File: config.mk
export PLATFORM = sky130hd
export DESIGN_NAME = i2c_target_receiver_flat
export DESIGN_NICKNAME = d
export VERILOG_FILES = /design/src/rtl/i2c_target_receiver_if.sv /design/src/rtl/i2c_target_receiver.sv /design/src/flat_wrapper.sv
export SDC_FILE = /design/constraint.sdc
export NUM_CORES = 1
export LEC_CHECK = 0
export BUFFER_PORTS_ARGS = -buffer_cell sky130_fd_sc_hd__buf_4
export CAP_MARGIN = 15
export CORE_MARGIN = 1.5
export CORE_UTILIZATION = 61
export DETAILED_ROUTE_END_ITERATION = 16
export HOLD_SLACK_MARGIN = 0.1
export PLACE_DENSITY = 0.85
export SLEW_MARGIN = 20
export SYNTH_ARGS = -nofsm -noshare
export SYNTH_HDL_FRONTEND = slang
export SYNTH_SLANG_ARGS = --single-unit
File: constraint.sdc
create_clock -name clock -period 4.79 [get_ports clock]
set_input_delay 0.2395 -clock clock [delete_from_list [all_inputs] [get_ports clock]]
set_output_delay 0.2395 -clock clock [all_outputs]
set_load 0.005 [all_outputs]
File: src/rtl/i2c_target_receiver_if.sv
// I2C target receiver bus bundle.
// Carries the raw I2C pin levels, the target address, the ACK drive and the
// register-file write port (register_address/data/data_valid) plus status.
//   slave  : view of the receiver (pins and address in; ACK, write port, status out)
//   master : view of the environment driving the pins and consuming the writes
interface i2c_target_receiver_if;
  logic       i2c_scl_in;
  logic       i2c_sda_in;
  logic [6:0] own_address;
  logic       i2c_sda_oe;
  logic [7:0] register_address;
  logic [7:0] data;
  logic       data_valid;
  logic       busy;
  logic       bus_error;

  modport slave (
    input  i2c_scl_in,
    input  i2c_sda_in,
    input  own_address,
    output i2c_sda_oe,
    output register_address,
    output data,
    output data_valid,
    output busy,
    output bus_error
  );

  modport master (
    output i2c_scl_in,
    output i2c_sda_in,
    output own_address,
    input  i2c_sda_oe,
    input  register_address,
    input  data,
    input  data_valid,
    input  busy,
    input  bus_error
  );
endinterface

File: src/rtl/i2c_target_receiver.sv
// I2C target receive engine (write transactions only).
// Oversamples SCL/SDA, detects START/STOP, shifts in address, register and
// data bytes, ACKs matching writes and emits one data_valid strobe per data
// byte with its register address. Reads and foreign addresses are NACKed.
// Ports:
//   clock : system clock, rising edge
//   reset : synchronous, active-high
//   bus   : i2c_target_receiver_if.slave (pins, own_address, ACK drive,
//           register write port, busy, bus_error)
// A START/STOP always happens while SCL is high, i.e. after the rising edge
// that already counted one bit. That in-flight bit is not a completed bit, so
// a STOP right after an ACK clock does not flag bus_error.
module i2c_target_receiver #(
  parameter int unsigned SYNC_STAGES    = 2,
  parameter int unsigned AUTO_INCREMENT = 1
) (
  input logic                   clock,
  input logic                   reset,
  i2c_target_receiver_if.slave  bus
);

  typedef enum logic [2:0] {
    StIdle, StAddress, StAddrAck, StRegister, StRegAck, StData, StDataAck, StIgnore
  } state_e;

  // Input conditioning
  logic [SYNC_STAGES-1:0] scl_sync, sda_sync;
  logic scl_s, sda_s, scl_h, sda_h;
  logic scl_rise_q, scl_fall_q, start_q, stop_q;

  assign scl_s = scl_sync[SYNC_STAGES-1];
  assign sda_s = sda_sync[SYNC_STAGES-1];

  always_ff @(posedge clock) begin
    if (reset) begin
      scl_sync   <= '1;
      sda_sync   <= '1;
      scl_h      <= 1'b1;
      sda_h      <= 1'b1;
      scl_rise_q <= 1'b0;
      scl_fall_q <= 1'b0;
      start_q    <= 1'b0;
      stop_q     <= 1'b0;
    end else begin
      scl_sync   <= {scl_sync[SYNC_STAGES-2:0], bus.i2c_scl_in};
      sda_sync   <= {sda_sync[SYNC_STAGES-2:0], bus.i2c_sda_in};
      scl_h      <= scl_s;
      sda_h      <= sda_s;
      scl_rise_q <= scl_s & ~scl_h;
      scl_fall_q <= ~scl_s & scl_h;
      start_q    <= scl_s & ~sda_s & sda_h;
      stop_q     <= scl_s & sda_s & ~sda_h;
    end
  end

  // Protocol FSM
  state_e     state;
  logic [2:0] bit_cnt;
  logic       bit_open;  // a bit was counted on the current SCL high phase
  logic       ack_pend;  // byte complete, ACK goes out on the next SCL fall
  logic [7:0] shreg;
  logic [7:0] pointer;
  logic       sda_oe_q, data_valid_q, busy_q, bus_error_q;
  logic [7:0] reg_addr_q, data_q;
  logic [7:0] byte_full;
  logic       partial_byte;

  // sda_h is the synchronized SDA level from the cycle the rise was detected
  assign byte_full    = {shreg[6:0], sda_h};
  assign partial_byte = (bit_cnt != 3'd0) && !(bit_open && bit_cnt == 3'd1);

  always_ff @(posedge clock) begin
    if (reset) begin
      state        <= StIdle;
      bit_cnt      <= 3'd0;
      bit_open     <= 1'b0;
      ack_pend     <= 1'b0;
      shreg        <= 8'd0;
      pointer      <= 8'd0;
      sda_oe_q     <= 1'b0;
      data_valid_q <= 1'b0;
      busy_q       <= 1'b0;
      bus_error_q  <= 1'b0;
      reg_addr_q   <= 8'd0;
      data_q       <= 8'd0;
    end else begin
      data_valid_q <= 1'b0;
      bus_error_q  <= 1'b0;
      if (scl_fall_q) bit_open <= 1'b0;

      if (start_q || stop_q) begin
        bus_error_q <= partial_byte;
        sda_oe_q    <= 1'b0;
        bit_cnt     <= 3'd0;
        bit_open    <= 1'b0;
        ack_pend    <= 1'b0;
        if (start_q) begin
          state <= StAddress;
        end else begin
          state  <= StIdle;
          busy_q <= 1'b0;
        end
      end else begin
        unique case (state)
          StAddress, StRegister, StData: begin
            if (ack_pend) begin
              if (scl_fall_q) begin
                ack_pend <= 1'b0;
                sda_oe_q <= 1'b1;
                if (state == StAddress) begin
                  busy_q <= 1'b1;
                  state  <= StAddrAck;
                end else if (state == StRegister) begin
                  state <= StRegAck;
                end else begin
                  state <= StDataAck;
                end
              end
            end else if (scl_rise_q) begin
              shreg    <= byte_full;
              bit_open <= 1'b1;
              if (bit_cnt == 3'd7) begin
                bit_cnt <= 3'd0;
                if (state == StAddress) begin
                  if (byte_full[7:1] == bus.own_address && !byte_full[0]) begin
                    ack_pend <= 1'b1;
                  end else begin
                    busy_q <= 1'b0;
                    state  <= StIgnore;
                  end
                end else if (state == StRegister) begin
                  pointer  <= byte_full;
                  ack_pend <= 1'b1;
                end else begin
                  data_q       <= byte_full;
                  reg_addr_q   <= pointer;
                  data_valid_q <= 1'b1;
                  ack_pend     <= 1'b1;
                  if (AUTO_INCREMENT != 0) pointer <= pointer + 8'd1;
                end
              end else begin
                bit_cnt <= bit_cnt + 3'd1;
              end
            end
          end
          StAddrAck, StRegAck, StDataAck: begin
            if (scl_fall_q) begin
              sda_oe_q <= 1'b0;
              state    <= (state == StAddrAck) ? StRegister : StData;
            end
          end
          StIdle, StIgnore: ;
          default: state <= StIdle;
        endcase
      end
    end
  end

  assign bus.i2c_sda_oe       = sda_oe_q;
  assign bus.register_address = reg_addr_q;
  assign bus.data             = data_q;
  assign bus.data_valid       = data_valid_q;
  assign bus.busy             = busy_q;
  assign bus.bus_error        = bus_error_q;

endmodule

File: src/flat_wrapper.sv
// flat-port wrapper written by rule: the top's interface ports become plain ports
module i2c_target_receiver_flat 
#(
  parameter int unsigned SYNC_STAGES    = 2,
  parameter int unsigned AUTO_INCREMENT = 1
)
  (clock, reset, bus_i2c_scl_in, bus_i2c_sda_in, bus_own_address, bus_i2c_sda_oe, bus_register_address, bus_data, bus_data_valid, bus_busy, bus_bus_error);
  i2c_target_receiver_if bus_i ();
  input logic clock;
  input logic reset;
  input wire logic [$bits(bus_i.i2c_scl_in)-1:0] bus_i2c_scl_in;
  input wire logic [$bits(bus_i.i2c_sda_in)-1:0] bus_i2c_sda_in;
  input wire logic [$bits(bus_i.own_address)-1:0] bus_own_address;
  output wire logic [$bits(bus_i.i2c_sda_oe)-1:0] bus_i2c_sda_oe;
  output wire logic [$bits(bus_i.register_address)-1:0] bus_register_address;
  output wire logic [$bits(bus_i.data)-1:0] bus_data;
  output wire logic [$bits(bus_i.data_valid)-1:0] bus_data_valid;
  output wire logic [$bits(bus_i.busy)-1:0] bus_busy;
  output wire logic [$bits(bus_i.bus_error)-1:0] bus_bus_error;
  assign bus_i.i2c_scl_in = bus_i2c_scl_in;
  assign bus_i.i2c_sda_in = bus_i2c_sda_in;
  assign bus_i.own_address = bus_own_address;
  assign bus_i2c_sda_oe = bus_i.i2c_sda_oe;
  assign bus_register_address = bus_i.register_address;
  assign bus_data = bus_i.data;
  assign bus_data_valid = bus_i.data_valid;
  assign bus_busy = bus_i.busy;
  assign bus_bus_error = bus_i.bus_error;
  i2c_target_receiver #(.SYNC_STAGES(SYNC_STAGES), .AUTO_INCREMENT(AUTO_INCREMENT)) u_core (.clock(clock), .reset(reset), .bus(bus_i));
endmodule
---- Yosys cells after proc, flatten, opt, wreduce, memory -nomap -nowiden ----
Index checks and enable logic that the tools add are counted.
cells by class
  reductions and logical operators ........ 24
  mux-type cells .......................... 40
  bitwise gates (word level) .............. 17
  add/sub/neg operators ................... 2
  equality and inequality tests ........... 23
operators with widths
  operator               count
  $mux W3                11
  $mux W1                25
  $reduce_and A7 Y1      2
  $eq A3 B3 Y1 const B   4
  $ne A4 B1 Y1 const B   3
  $reduce_bool A3 Y1     4
  $not A1 Y1             11
  $add A8 B1 Y8 const B  1
  $mux W8                1
  $reduce_and A4 Y1      2
  $reduce_and A8 Y1      1
  $eq A7 B7 Y1           1
  $reduce_or A7 Y1       1
  $and A1 B1 Y1          6
  $eq A3 B1 Y1 const B   2
  $eq A3 B2 Y1 const B   2
  $ne A2 B1 Y1 const B   3
  $ne A3 B1 Y1 const B   2
  $ne A3 B3 Y1 const B   2
  $pmux W3 S2            1
  $reduce_and A6 Y1      1
  $reduce_or A3 Y1       2
  $ne A4 B2 Y1 const B   1
  $ne A4 B3 Y1 const B   1
  other kinds (11)       16
word-level totals
  word-level logic and storage cells ...... 126
  bits in registers ....................... 53
  output and inout port bits .............. 20

---- Longest topological paths before layout ----
  word-level depth ........................ 9
  mapped depth ............................ 8
  gate-level depth less buffers ........... 5

---- Worst setup path before layout ----
OpenSTA, ideal clock, no wires.
  path kind ............................... reg2reg
  start ................................... reg u_core.bit_cnt[0]
  end ..................................... reg u_core.data_q[2], in the netlist u_core.bus.data[2]
  stages on the path, launching flop included .. 9
  library setup time ...................... 132 ps
  data arrival time ....................... 1396 ps
  setup slack ............................. 3262 ps
  path through ............................ dfxtp_1 > ha_1 > ha_1 > buf_2 > and4_1 > buf_4 > buf_4 > nand2_1 > a21oi_1
on the way
  longest elaborated chain between the ends .. 2
ends and longest elaborated chain
  element                      line                        RTL
  from (decl)                  i2c_target_receiver.sv:58   logic [2:0] bit_cnt;
  from (signal assigned)       i2c_target_receiver.sv:142  bit_cnt <= bit_cnt + 3'd1;
  $eq A3 B3 Y1                 i2c_target_receiver.sv:122  if (bit_cnt == 3'd7) begin
  $reduce_and A7 Y1 (no line)  -
  to (signal assigned)         i2c_target_receiver.sv:135  data_q <= byte_full;
  to (decl)                    i2c_target_receiver.sv:64   logic [7:0] reg_addr_q, data_q;
No other way between the ends.
A chain may end at the register's enable or synchronous reset.

---- Worst setup path after layout ----
  start ................................... reg u_core.state[1]
  end ..................................... reg u_core.data_q[6], in the netlist u_core.bus.data[6]
on the way
  longest elaborated chain between the ends .. 3
ends and longest elaborated chain
  element                                                line                        RTL
  from (decl)                                            i2c_target_receiver.sv:57   state_e state;
  from (signal assigned)                                 i2c_target_receiver.sv:74   state <= StIdle;
  from (signal assigned)                                 i2c_target_receiver.sv:98   state <= StAddress;
  from (signal assigned)                                 i2c_target_receiver.sv:100  state <= StIdle;
  $eq A3 B3 Y1, or another cell as far along             i2c_target_receiver.sv:104  unique case (state)
  $reduce_or A3 Y1 / $not A1 Y1 (equally long branches)  -
  $reduce_and A7 Y1 (no line) (*)                        -
Mark *: on every way between the ends. The rest lies on a longest branch, timed or not.

==> flow_summary.json <==
{
  "cp-startpoint": "u_core.state[1]$_SDFFE_PP0P_",
  "antennaDiodeCount": 0,
  "gp_congestion": 0.823,
  "core_area_mm2": 0.00374,
  "criticalPathCategory": "reg2reg",
  "netlist_area_mm2": 0.00243,
  "synth_ff_type": "dfxtp_1",
  "hp-start": "bus_i2c_scl_in",
  "cts_tree": "built",
  "syn_inst": 288,
  "clkSlewWorstSetupHoldPaths_ns": 0.09,
  "setup_viol": 0,
  "die_x_um": 66.2,
  "synth_enable_flop_cells": 0,
  "rows": 22,
  "yosysSeqAreaShare": 0.436,
  "initial_core_util": 0.650,
  "dieArea_mm2": 0.00438,
  "r2r_cells": 4,
  "rsz0062_at_grt": "no",
  "clk_latency_ns": 0.31,
  "drc": 0,
  "grt_pass1_vias": 1868,
  "die_y_um": 66.2,
  "finalCriticalPeriod_ns": 2.29,
  "relSlewSlack": 0.431,
  "portBuffers": 30,
  "path_cells": "a211oi_2, and4_1, nand2_1, a21oi_1",
  "h-tree-depth": 2,
  "finalCritPeriodShare": 0.478,
  "rr_startpoint": "u_core.state[1]$_SDFFE_PP0P_",
  "synth_async_sr_flop_share": 0,
  "power_density_mw_per_mm2": 291,
  "grt.met1_usage": 0.343,
  "drtPass1Iterations": 5,
  "drt_iter0_drc": 123,
  "layout_commonest_cell": "nand2_1",
  "path_depth": 4,
  "timing.critical_path.buf_inv": 0,
  "track_usage": 0.260,
  "postCtsSetupBuffers": 0,
  "met2_usage": 0.410,
  "postRouteAntennaNets": 0,
  "route.final.wire_length_um": 5110,
  "slowest_delay_ns": 0.79,
  "cp_slowest_cell": "a211oi_2",
  "layout-drive-gt1-share": 0.175,
  "cts_num_sinks": 53,
  "peakVddDrop_mv": 0.234,
  "overflow": 0,
  "ys_types": 47,
  "required_ns": 5.04,
  "ys_seq_elements": 53,
  "path_delay_family": "compound AO/OA/AOI/OAI gates",
  "final_cell_mix": "57 x nand2_1, 53 x dfxtp_1, 37 x a21oi_1, 30 x buf_4, 17 x nor2_1",
  "dr_total_vias": 2076,
  "min_path_cells": 2,
  "busiest_layer": "met2",
  "dpl.hpwl_um": 3490,
  "max_freq_ghz": 0.437,
  "wl_per_cell_um": 14.3,
  "grt_max_degree": 46,
  "worstPathArrival_ns": 2.54,
  "critical_path.startpoint_type": "flop",
  "clock_path_buffers": 2,
  "hp-class": "in2reg",
  "setup_tns_ns": 0,
  "syn_area_per_cell_um2": 8.45,
  "drv_cap": 0,
  "io_pins": 31,
  "syn_nets": 304,
  "cts_inserted_buffers": 5,
  "viasPerCell": 5.82,
  "end_kind": "flop",
  "p_leak_nw": 1.00,
  "grt_use_met3": 0.0647,
  "syn_to_final_growth_pct": 12.3,
  "grt_pass1_wl_um": 8650,
  "crit_fanout": 16,
  "status": "finished, final reports clean",
  "nNetsFinal": 324,
  "stdcell_area_mm2": 0.00274,
  "antenna_found_initial": 0,
  "root_buffer": "clkbuf_8",
  "slew_violations": 0,
  "clock_skew_ns": 0.00352,
  "placed_cell_area_mm2": 0.00261,
  "tightest_slew_ns": 0.852,
  "yosys_warnings": 0,
  "hold_viol_final": 0
}
per-stage QoR:
| stage | setup slack (ns) | power (W) | cells | hold WS [ns] | util |
|---|---|---|---|---|---|
| after floorplan | 3.26 | 0.000480 | 288 | 0.343 | - |
| after global placement | 2.64 | 0.000490 | 348 | 0.399 | 0.696 |
| after detailed placement | 2.57 | 0.000491 | 348 | 0.403 | 0.696 |
| after CTS | 2.51 | 0.000798 | 356 | 0.105 | 0.728 |
| after global routing | 2.28 | 0.000823 | 357 | 0.101 | 0.731 |
| final | 2.50 | 0.000795 | 357 | 0.107 | 0.731 |
repair_timing:
action / in CTS / in global routing
hold buffers: 0 / 1
gates resized for setup: 0 / 0
hold endpoints to repair: 0 / 1
kinds of logic after synthesis:
family / after synthesis / synth area share
DFF: 53 / 0.436
buffers and inverters: 24 / 0.0565
AOI/OAI and AO/OA: 72 / 0.190
xor gates and xnor gates: 7 / 0.0252
muxes: 2 / 0.00822
adders and majority gates: 5 / 0.0257
and+or+nand+nor: 125 / 0.259
final cells by class:
class	count	area, um^2
fill	315	1010
multi-input combinational	211	1240
clock inverter	2	37.5
tap	48	60.1
clock buffer	6	82.6
inverter	6	22.5
sequential	53	1060
timing repair buffer	31	235
routing by layer:
metal | wire length [um] | share of wire | up-vias
met3 | 332 | 0.065 | 7
met1 | 2370 | 0.46 | 960
met2 | 2340 | 0.46 | 64
met5 | 0 | 0 | -
met4 | 63 | 0.012 | 0
li1 | - | - | 1045
flip-flops by register name (all words and copies together) (netlist names), 2 cells and up:
| register | flops |
|---|---|
| u_core.bit_cnt | 3 |
| u_core.bus.data | 8 |
| u_core.sda_sync | 2 |
| u_core.pointer | 8 |
| u_core.scl_sync | 2 |
| u_core.shreg | 7 |
| u_core.bus.register_address | 8 |
| u_core.state | 3 |
Yosys cell counts (2+ instances only):
| master | instances | area share |
|---|---|---|
| nand2_1 | 57 | 0.088 |
| dfxtp_1 | 53 | 0.44 |
| a21oi_1 | 37 | 0.076 |
| nor2_1 | 17 | 0.026 |
| nand3_1 | 12 | 0.025 |
| or2_2 | 7 | 0.018 |
| xor2_1 | 7 | 0.025 |
| inv_1 | 6 | 0.0092 |
| nor3_1 | 6 | 0.012 |
| o21ai_0 | 6 | 0.012 |
| buf_2 | 5 | 0.010 |
| buf_4 | 5 | 0.015 |
| clkbuf_1 | 5 | 0.0077 |
| ha_1 | 5 | 0.026 |
| nand2b_1 | 4 | 0.010 |
| a211oi_1 | 3 | 0.0092 |
| a21o_1 | 3 | 0.0092 |
| a22o_1 | 3 | 0.011 |
| a31oi_1 | 3 | 0.0077 |
| a32o_1 | 3 | 0.012 |
| buf_6 | 3 | 0.014 |
| o21ai_2 | 3 | 0.011 |
| or3_1 | 3 | 0.0077 |
| a221o_1 | 2 | 0.0082 |
| and3_1 | 2 | 0.0051 |
| and3b_1 | 2 | 0.0072 |
| mux2i_1 | 2 | 0.0082 |
| nor3b_1 | 2 | 0.0062 |
| nor4_1 | 2 | 0.0051 |
| nor4bb_1 | 2 | 0.0082 |
| or3b_1 | 2 | 0.0072 |
worst paths after layout:
check	slack [ns]	end
setup / recovery	2.50	u_core.bus.data[6]$_SDFFE_PP0P_
hold / removal	0.11	u_core.scl_sync[0]$_SDFF_PP1_
hold reg to reg	0.42	u_core.scl_rise_q$_SDFF_PP0_
setup reg to reg	2.50	u_core.bus.data[6]$_SDFFE_PP0P_
where the power goes:
| group | switching, W | internal (W) | leakage, nW |
|---|---|---|---|
| combinational | 0.0000177 | 0.0000137 | 0.515 |
| clock | 0.000144 | 0.000170 | 0.0574 |
| sequential | 0.00000571 | 0.000444 | 0.428 |
| total | 0.000167 | 0.000628 | 1.00 |
worst reg2reg max path: stages, from the launching register on:
cell      delay, ns
dfxtp_1        0.44
a211oi_2       0.79
and4_1         0.69
nand2_1        0.15
a21oi_1        0.16
(Power assumes the default switching activity.)
